===== config.mk =====
export PLATFORM = sky130hd
export DESIGN_NAME = serial_adder_flat
export DESIGN_NICKNAME = d
export VERILOG_FILES = /design/src/rtl/serial_adder_if.sv /design/src/rtl/serial_adder.sv /design/src/flat_wrapper.sv
export SDC_FILE = /design/constraint.sdc
export NUM_CORES = 1
export LEC_CHECK = 0
export BUFFER_PORTS_ARGS = -buffer_cell sky130_fd_sc_hd__buf_4
export CORE_MARGIN = 4
export CORE_UTILIZATION = 30
export CTS_CLUSTER_DIAMETER = 200
export DETAILED_ROUTE_END_ITERATION = 8
export GPL_TIMING_DRIVEN = 0
export MAX_ROUTING_LAYER = met4
export SYNTH_ARGS = -nofsm -noshare
export SYNTH_HDL_FRONTEND = slang
export SYNTH_SLANG_ARGS = --single-unit

===== constraint.sdc =====
create_clock -name clk -period 1.4 [get_ports clk]
set_input_delay 0.28 -clock clk [delete_from_list [all_inputs] [get_ports clk]]
set_output_delay 0.28 -clock clk [all_outputs]
set_load 0.02 [all_outputs]

===== src/rtl/serial_adder_if.sv =====
// -----------------------------------------------------------------------------
// serial_adder_if
// Operand/result handshake bundle for serial_adder.
//
// Parameters
//    WIDTH      operand/result width in bits (2..32)
//
// Signals
//    in_valid   operands a, b, cin valid              (master -> slave)
//    in_ready   adder can accept operands             (slave  -> master)
//    a, b       addends, unsigned or two's complement (master -> slave)
//    cin        carry into bit 0                      (master -> slave)
//    out_valid  sum/cout valid                        (slave  -> master)
//    out_ready  downstream accepts the result         (master -> slave)
//    sum        result bits                           (slave  -> master)
//    cout       carry out of bit WIDTH-1              (slave  -> master)
//    busy       addition in progress                  (slave  -> master)
//    ovf        signed overflow, only when SERIAL_ADDER_OVF_EN is defined
//
// Modports
//    slave      the adder side
//    master     the side that supplies operands and consumes results
// -----------------------------------------------------------------------------
interface serial_adder_if #(
   parameter int unsigned WIDTH = 8
);

   logic             in_valid;
   logic             in_ready;
   logic [WIDTH-1:0] a;
   logic [WIDTH-1:0] b;
   logic             cin;
   logic             out_valid;
   logic             out_ready;
   logic [WIDTH-1:0] sum;
   logic             cout;
   logic             busy;
`ifdef SERIAL_ADDER_OVF_EN
   logic             ovf;
`endif

`ifdef SERIAL_ADDER_OVF_EN
   modport slave (
      input  in_valid, a, b, cin, out_ready,
      output in_ready, out_valid, sum, cout, busy, ovf
   );

   modport master (
      output in_valid, a, b, cin, out_ready,
      input  in_ready, out_valid, sum, cout, busy, ovf
   );
`else
   modport slave (
      input  in_valid, a, b, cin, out_ready,
      output in_ready, out_valid, sum, cout, busy
   );

   modport master (
      output in_valid, a, b, cin, out_ready,
      input  in_ready, out_valid, sum, cout, busy
   );
`endif

endinterface


===== src/rtl/serial_adder.sv =====
// -----------------------------------------------------------------------------
// serial_adder
// Bit-serial adder. One WIDTH-bit addition a + b + cin is computed LSB-first,
// one bit per clock, using a single full adder. Operands are taken through a
// valid/ready handshake in IDLE, the ADD state lasts exactly WIDTH cycles, and
// the result is presented in DONE until the consumer accepts it.
//
// Parameters
//    WIDTH   operand/result width in bits (legal range 2..32)
//
// Ports
//    clk     single clock, all state on the rising edge
//    rst_n   asynchronous active-low reset
//    bus     serial_adder_if.slave:
//               in_valid/in_ready/a/b/cin   operand handshake
//               out_valid/out_ready/sum/cout result handshake
//               busy                        high while in ADD
//               ovf                         signed overflow (optional)
//
// Build options
//    SERIAL_ADDER_OVF_EN  when defined, adds the ovf output: in DONE it holds
//                         (carry into MSB) ^ (carry out of MSB); it is 0 after
//                         reset and cleared when new operands are accepted.
//
// Timing
//    Accept at edge T, bits computed on edges T+1..T+WIDTH, out_valid high
//    from the cycle after T+WIDTH. With out_ready held high one addition
//    completes every WIDTH+2 cycles.
// -----------------------------------------------------------------------------
module serial_adder #(
   parameter int unsigned WIDTH = 8
) (
   input  logic           clk,
   input  logic           rst_n,
   serial_adder_if.slave  bus
);

   // Counter only needs to reach WIDTH-1; WIDTH >= 2 keeps this at least 1.
   localparam int unsigned CntW = $clog2(WIDTH);

   typedef enum logic [1:0] {
      StIdle,
      StAdd,
      StDone
   } state_e;

   state_e            state_q, state_d;
   logic [WIDTH-1:0]  a_q, a_d;
   logic [WIDTH-1:0]  b_q, b_d;
   logic [WIDTH-1:0]  sum_q, sum_d;
   logic              carry_q, carry_d;
   logic              cout_q, cout_d;
   logic [CntW-1:0]   cnt_q, cnt_d;

`ifdef SERIAL_ADDER_OVF_EN
   logic              ovf_q, ovf_d;
`endif

   // Full adder on the current LSBs of the operand shift registers.
   logic bit_s;
   logic carry_next;
   logic last_bit;

   always_comb begin
      bit_s      = a_q[0] ^ b_q[0] ^ carry_q;
      carry_next = (a_q[0] & b_q[0]) | ((a_q[0] | b_q[0]) & carry_q);
      last_bit   = (cnt_q == CntW'(WIDTH - 1));
   end

   // ---------------------------------------------------------------------------
   // Next-state and datapath
   // ---------------------------------------------------------------------------
   always_comb begin
      state_d = state_q;
      a_d     = a_q;
      b_d     = b_q;
      sum_d   = sum_q;
      carry_d = carry_q;
      cout_d  = cout_q;
      cnt_d   = cnt_q;
`ifdef SERIAL_ADDER_OVF_EN
      ovf_d   = ovf_q;
`endif

      unique case (state_q)
         StIdle: begin
            if (bus.in_valid) begin
               state_d = StAdd;
               a_d     = bus.a;
               b_d     = bus.b;
               carry_d = bus.cin;
               cnt_d   = '0;
               sum_d   = '0;
               cout_d  = 1'b0;
`ifdef SERIAL_ADDER_OVF_EN
               ovf_d   = 1'b0;
`endif
            end
         end

         StAdd: begin
            // New bit enters at the MSB side; after WIDTH shifts bit i sits at i.
            sum_d   = {bit_s, sum_q[WIDTH-1:1]};
            a_d     = {1'b0, a_q[WIDTH-1:1]};
            b_d     = {1'b0, b_q[WIDTH-1:1]};
            carry_d = carry_next;
            cnt_d   = cnt_q + CntW'(1);
            if (last_bit) begin
               state_d = StDone;
               cnt_d   = '0;
               cout_d  = carry_next;
`ifdef SERIAL_ADDER_OVF_EN
               // carry_q is the carry into the MSB while the MSB is being added.
               ovf_d   = carry_q ^ carry_next;
`endif
            end
         end

         StDone: begin
            if (bus.out_ready) begin
               state_d = StIdle;
            end
         end

         default: begin
            state_d = StIdle;
         end
      endcase
   end

   // ---------------------------------------------------------------------------
   // State registers
   // ---------------------------------------------------------------------------
   always_ff @(posedge clk or negedge rst_n) begin
      if (!rst_n) begin
         state_q <= StIdle;
         a_q     <= '0;
         b_q     <= '0;
         sum_q   <= '0;
         carry_q <= 1'b0;
         cout_q  <= 1'b0;
         cnt_q   <= '0;
      end else begin
         state_q <= state_d;
         a_q     <= a_d;
         b_q     <= b_d;
         sum_q   <= sum_d;
         carry_q <= carry_d;
         cout_q  <= cout_d;
         cnt_q   <= cnt_d;
      end
   end

`ifdef SERIAL_ADDER_OVF_EN
   always_ff @(posedge clk or negedge rst_n) begin
      if (!rst_n) begin
         ovf_q <= 1'b0;
      end else begin
         ovf_q <= ovf_d;
      end
   end
`endif

   // ---------------------------------------------------------------------------
   // Outputs: handshake flags decode the state only
   // ---------------------------------------------------------------------------
   assign bus.in_ready  = (state_q == StIdle);
   assign bus.busy      = (state_q == StAdd);
   assign bus.out_valid = (state_q == StDone);
   assign bus.sum       = sum_q;
   assign bus.cout      = cout_q;
`ifdef SERIAL_ADDER_OVF_EN
   assign bus.ovf       = ovf_q;
`endif

endmodule


===== src/flat_wrapper.sv =====
// flat-port wrapper written by rule: the top's interface ports become plain ports
module serial_adder_flat 
#(
   parameter int unsigned WIDTH = 8
)
  (clk, rst_n, bus_in_valid, bus_a, bus_b, bus_cin, bus_out_ready, bus_in_ready, bus_out_valid, bus_sum, bus_cout, bus_busy);
  serial_adder_if #(.WIDTH(WIDTH)) bus_i ();
  input  logic clk;
  input  logic rst_n;
  input wire logic [$bits(bus_i.in_valid)-1:0] bus_in_valid;
  input wire logic [$bits(bus_i.a)-1:0] bus_a;
  input wire logic [$bits(bus_i.b)-1:0] bus_b;
  input wire logic [$bits(bus_i.cin)-1:0] bus_cin;
  input wire logic [$bits(bus_i.out_ready)-1:0] bus_out_ready;
  output wire logic [$bits(bus_i.in_ready)-1:0] bus_in_ready;
  output wire logic [$bits(bus_i.out_valid)-1:0] bus_out_valid;
  output wire logic [$bits(bus_i.sum)-1:0] bus_sum;
  output wire logic [$bits(bus_i.cout)-1:0] bus_cout;
  output wire logic [$bits(bus_i.busy)-1:0] bus_busy;
  assign bus_i.in_valid = bus_in_valid;
  assign bus_i.a = bus_a;
  assign bus_i.b = bus_b;
  assign bus_i.cin = bus_cin;
  assign bus_i.out_ready = bus_out_ready;
  assign bus_in_ready = bus_i.in_ready;
  assign bus_out_valid = bus_i.out_valid;
  assign bus_sum = bus_i.sum;
  assign bus_cout = bus_i.cout;
  assign bus_busy = bus_i.busy;
  serial_adder #(.WIDTH(WIDTH)) u_core (.clk(clk), .rst_n(rst_n), .bus(bus_i));
endmodule

---- Yosys cells after proc, flatten, opt, wreduce, memory -nomap -nowiden ----
Cells that the tools add are included.
word-level totals
  output and inout port bits .............. 12
  input bits .............................. 21
  word-level logic and storage cells ...... 43
  register bits ........................... 31
operators by class
  $add $sub $neg .......................... 1
  muxes and demuxes ....................... 18
  bitwise operators ....................... 6
  eq/ne operators ......................... 6
  reductions and logical operators ........ 5
operators by type and width
  kind                                                                   number
  8-bit case mux with 2 select lines                                     3
  8-bit 2-to-1 mux                                                       3
  2-bit 2-to-1 mux                                                       3
  3-bit 2-to-1 mux                                                       2
  2-bit case mux with 3 select lines                                     1
  3-bit case mux with 2 select lines                                     1
  3-bit AND reduction                                                    2
  2-bit != test, second input constant                                   2
  1-bit case mux with 2 select lines                                     2
  3-bit by 1-bit adder with 3-bit output, second input constant          1
  3-bit equality test, second input constant                             1
  1-bit 2-to-1 mux                                                       3
  1-bit AND                                                              2
  2-bit by 1-bit equality test with 1-bit output, second input constant  1
  2-bit equality test, second input constant                             1
  2-bit logical NOT                                                      1
  2-bit by 1-bit != test with 1-bit output, second input constant        1
  1-bit OR                                                               2
  2-bit AND reduction                                                    1
  2-bit nonzero test                                                     1
  1-bit bitwise XOR                                                      2

---- Longest topological paths before layout ----
  depth in word-level cells ............... 5
  mapped depth ............................ 4
  depth with buffers taken out ............ 4

---- Worst setup path before layout ----
Ideal clock, no wire load.
  path type ............................... register to register
  from .................................... reg u_core.cnt_q[0]
  to ...................................... reg u_core.cout_q, in the netlist u_core.bus.cout
  path buffers ............................ 0
  library setup time ...................... 0.124 ns
  cell stages (with the launch flop) ...... 5
  slack ................................... 0.073 ns
  arrival time ............................ 1.203 ns
  required time ........................... 1.276 ns
  cell sequence ........................... dfrtp_1 ha_1 ha_1 and4bb_2 a211o_1
between the ends
  word-level cells in the longest chain between the ends .. 3
RTL lines
  element                                                    line                 text
  start: declaration                                         serial_adder.sv:53   logic [CntW-1:0] cnt_q, cnt_d;
  start signal: assignment                                   serial_adder.sv:150  cnt_q <= cnt_d;
  3-bit equality test                                        serial_adder.sv:67   last_bit = (cnt_q == CntW'(WIDTH - 1));
  2-bit by 1-bit != test with 1-bit output (no source line)  --
  3-bit AND reduction (no source line)                       --
  end signal: assignment                                     serial_adder.sv:149  cout_q <= cout_d;
  end: declaration                                           serial_adder.sv:52   logic cout_q, cout_d;
No other way between the ends.
A chain may end at the register's enable or synchronous reset.

---- Worst setup path in the final report ----
  from .................................... reg u_core.state_q[0]
  to ...................................... out bus_busy
between the ends
  word-level cells in the longest chain between the ends .. 1
RTL lines
  element                                         line                 text
  start: declaration                              serial_adder.sv:47   state_e state_q, state_d;
  start signal: assignment                        serial_adder.sv:136  state_q <= StIdle;
  start signal: assignment                        serial_adder.sv:144  state_q <= state_d;
  2-bit by 1-bit equality test with 1-bit output  serial_adder.sv:168  assign bus.busy = (state_q == StAdd);
  end: declaration                                flat_wrapper.sv:19   output wire logic [$bits(bus_i.busy)-1:0] bus_busy;
No other way between the ends.

==> summary.md <==
| Metric | Value |
|---|---|
| Status | complete, no violations |
| Maximum VDD drop | ~1200 µV |
| Reg clk slew, reported paths | 0.07 ns |
| Clk_skew | between 0.003 and 0.004 ns |
| Period utilization | 99.8% |
| Setup WS post-layout | about 0.0029 ns |
| Die width | 78.6 µm |
| Synthesized instance count | 130 |
| Area of the mapped netlist | roughly 1500 µm² |
| Antenna-violating nets left | 0 |
| Seq/Total Area, Yosys | between 50 and 60% |
| Netlist cell types | 22 |
| Clock Root Buffer | clkbuf_8 |
| Min-delay worst type | primary input to flop |
| Number of cell rows | 25 |
| Net count after synthesis | around 150 |
| Syn Area/Cell | roughly 11 µm² |
| DR WL/cell | between 15 and 20 µm |
| Most Crowded Layer GR | met2 |
| Clock power share | between 10% and 20% |
| Final Non-Filler Cells | 245 |
| Port bufs | 32 |
| CTS tree | built |
| CP Class | flop to primary output |
| Final hold viol count | 0 |
| Worst Setup End Kind | primary output |
| Cell Pwr Density | roughly 2200 nW/µm² |
| Switching share of power | a little over a third |
| First-pass GRT wire length | 6390 µm |
| Sequential Power Share | between 30% and 40% |
| Initial Utilization | between 30% and 40% |
| CTS Buf Count | 5 |
| Die ar. | about 6200 µm² |
| Skew-Pair Late Insertion Delay | between 0.2 and 0.3 ns |
| Switching power | roughly 0.0017 W |
| CP max FO | 3 |
| Via count | about 1.2k |
| Via-to-Cell Ratio | approximately 5 |
| DRT Wirelength | a little under 4000 µm |
| Met1 GRT Util | between 10% and 20% |
| Fin crit period | ~1.4 ns |
| Antenna Cells | 0 |
| Internal power | just under 0.003 W |
| Post-place setup slack | -0.118 ns |
| Area growth, synth to finish | 38.7% |
| Slew headroom | 73.5% |
| Core Util, Final | 43.3% |
| I/O Pins | 33 |
| Nets | around 200 |
| Crit path DAT | 1.12 ns |
| Pre-antenna DRT Iters | 4 |
| Die height | ~79 µm |
| Most common cell after layout, fill and taps aside | buf_4 |
| Max Slew Vio Count | 0 |
| Dpl hpwl | 2660 µm |
| Largest net degree at the start of global routing | 32 |
| GRT met2 Usage | 22.1% |
| Initial drt markers | 92 |
| Grt ovf | 0 |
| Sink Count | 31 |
| Buffer depth of the longest clock path | 2 |
| GR Util met3 | under 10% |
| Maxcap violations | 0 |
| Total global routing track utilization | 13.6% |
| Most frequent cells in the layout | buf_4 (38), dfrtp_1 (31), inv_1 (17) |
| YS warnings | 0 |
| Min Hold Slack | 0.254 ns |
| Cell Area, Placed | about 1800 µm² |
| Leak pwr | 0.978 nW |
| CP required | between 1 and 1.5 ns |
| Register bit total from synthesis | 31 |
| Post-route DRC | 0 |
| Cells after DPL | around 230 |
| Worst-Margin Slew | ~0.4 ns |
| Startpoint Class | flop |
| Initial antenna violation count | 0 |
| Fin area | between 2000 and 2500 µm² |
| Fmax achieved | approximately 0.72 GHz |
| Logic pwr share | between 40% and 50% |
| Setup Viol. Count Final | 0 |
| Share of post-route cells with drive strength above 1 | 37.6% |
| Core box area | ~4800 µm² |
| CTS H-tree depth | 2 |
| Unrepaired setup endpoints after global routing | yes |
| GPL Wtd Cong | just under 0.8 |
| Number of global-route vias before repair | approximately 1.3k |
[through the flow]
stage / total power (W) / TNS (ns)
floorplan: 0.00280 / 0
global placement: 0.00336 / -0.0994
detailed placement: 0.00345 / -0.143
CTS: 0.00455 / 0
global route: 0.00491 / -0.206
finish: 0.00459 / 0
[worst max-delay path, cell delays in order, from the launching register on]
cell and delay (ns):
dfrtp_1 0.41, nor2b_2 0.17, buf_6 0.11, buf_4 0.15
[power by group through the flow]
stage               Combinational, W  Clock (W)  Sequential (W)
floorplan                    0.00118          0         0.00162
CTS                          0.00208   0.000929         0.00154
global route                 0.00235   0.000966         0.00159
detailed placement           0.00190          0         0.00155
finish                       0.00213   0.000916         0.00155
global placement             0.00183          0         0.00153
[cell usage after synthesis]
master,instances,area [µm²]
a211o_1,1,8.76
a211oi_1,12,90.1
a21oi_1,1,5.00
a222oi_1,3,30.0
a22o_1,12,105
a32o_1,2,20.0
and3b_1,1,8.76
and4bb_2,1,12.5
buf_2,6,30.0
buf_4,1,7.51
buf_6,2,22.5
clkbuf_1,3,11.3
dfrtp_1,31,776
fa_1,1,20.0
ha_1,2,25.0
inv_1,17,63.8
nand2b_1,2,12.5
nor2_1,2,7.51
nor2b_1,5,31.3
nor3b_1,12,90.1
nor4b_1,12,105
o21bai_2,1,11.3
[layer usage]
layer  vias to the layer above  wire, µm
li1                        571         -
met1                       601      1760
met2                        44      1880
met3                         4       223
met4                         0        36
met5                         -         0
[final cells by class]
type                            count  area (µm²)
Sequential cell                    31         776
Clock buffer                        6        82.6
Fill cell                         457        2710
Buffer                             11        85.1
Tap cell                           67        83.8
Inverter                           17        63.8
Multi-Input combinational cell     70         628
Timing Repair Buffer               41         318
Clock inverter                      2        35.0
[worst paths after layout]
check / start / end / slack, ns / cells after the start
max: u_core.state_q[0] / bus_busy / 0.003 / 3
min: bus_a[7] / u_core.a_q[7] / 0.25 / 2
max reg2reg: u_core.state_q[0] / u_core.b_q[0] / 0.04 / 4
min reg2reg: u_core.a_q[7] / u_core.a_q[7] / 0.50 / 1
max in group asynchronous: rst_n / u_core.b_q[2] / 0.64 / 2
min in group asynchronous: rst_n / u_core.bus.cout / 0.46 / 2
[kinds of logic after synthesis]
kind of cell	share of synthesized area (%)
compound gates	18.1
fa+ha+maj	3.01
buf+inv	9.05
flops	51.9
simple gates	17.9
[flip-flops by register name, summed over array words and instances, names as in the netlist]
name	flops
u_core.a_q	8
u_core.b_q	8
u_core.bus.sum	8
u_core.cnt_q	3
u_core.state_q	2
u_core.bus.cout	1
u_core.carry_q	1
[timing repair]
item                                    CTS  global route
hold buffers                              1             0
resized for setup                        14             8
setup buffers                             5             3
pin swaps                                 1             4
endpoints found under the setup margin    4            19
endpoints found under the hold margin    31             0
(Power assumes the default switching activity.)
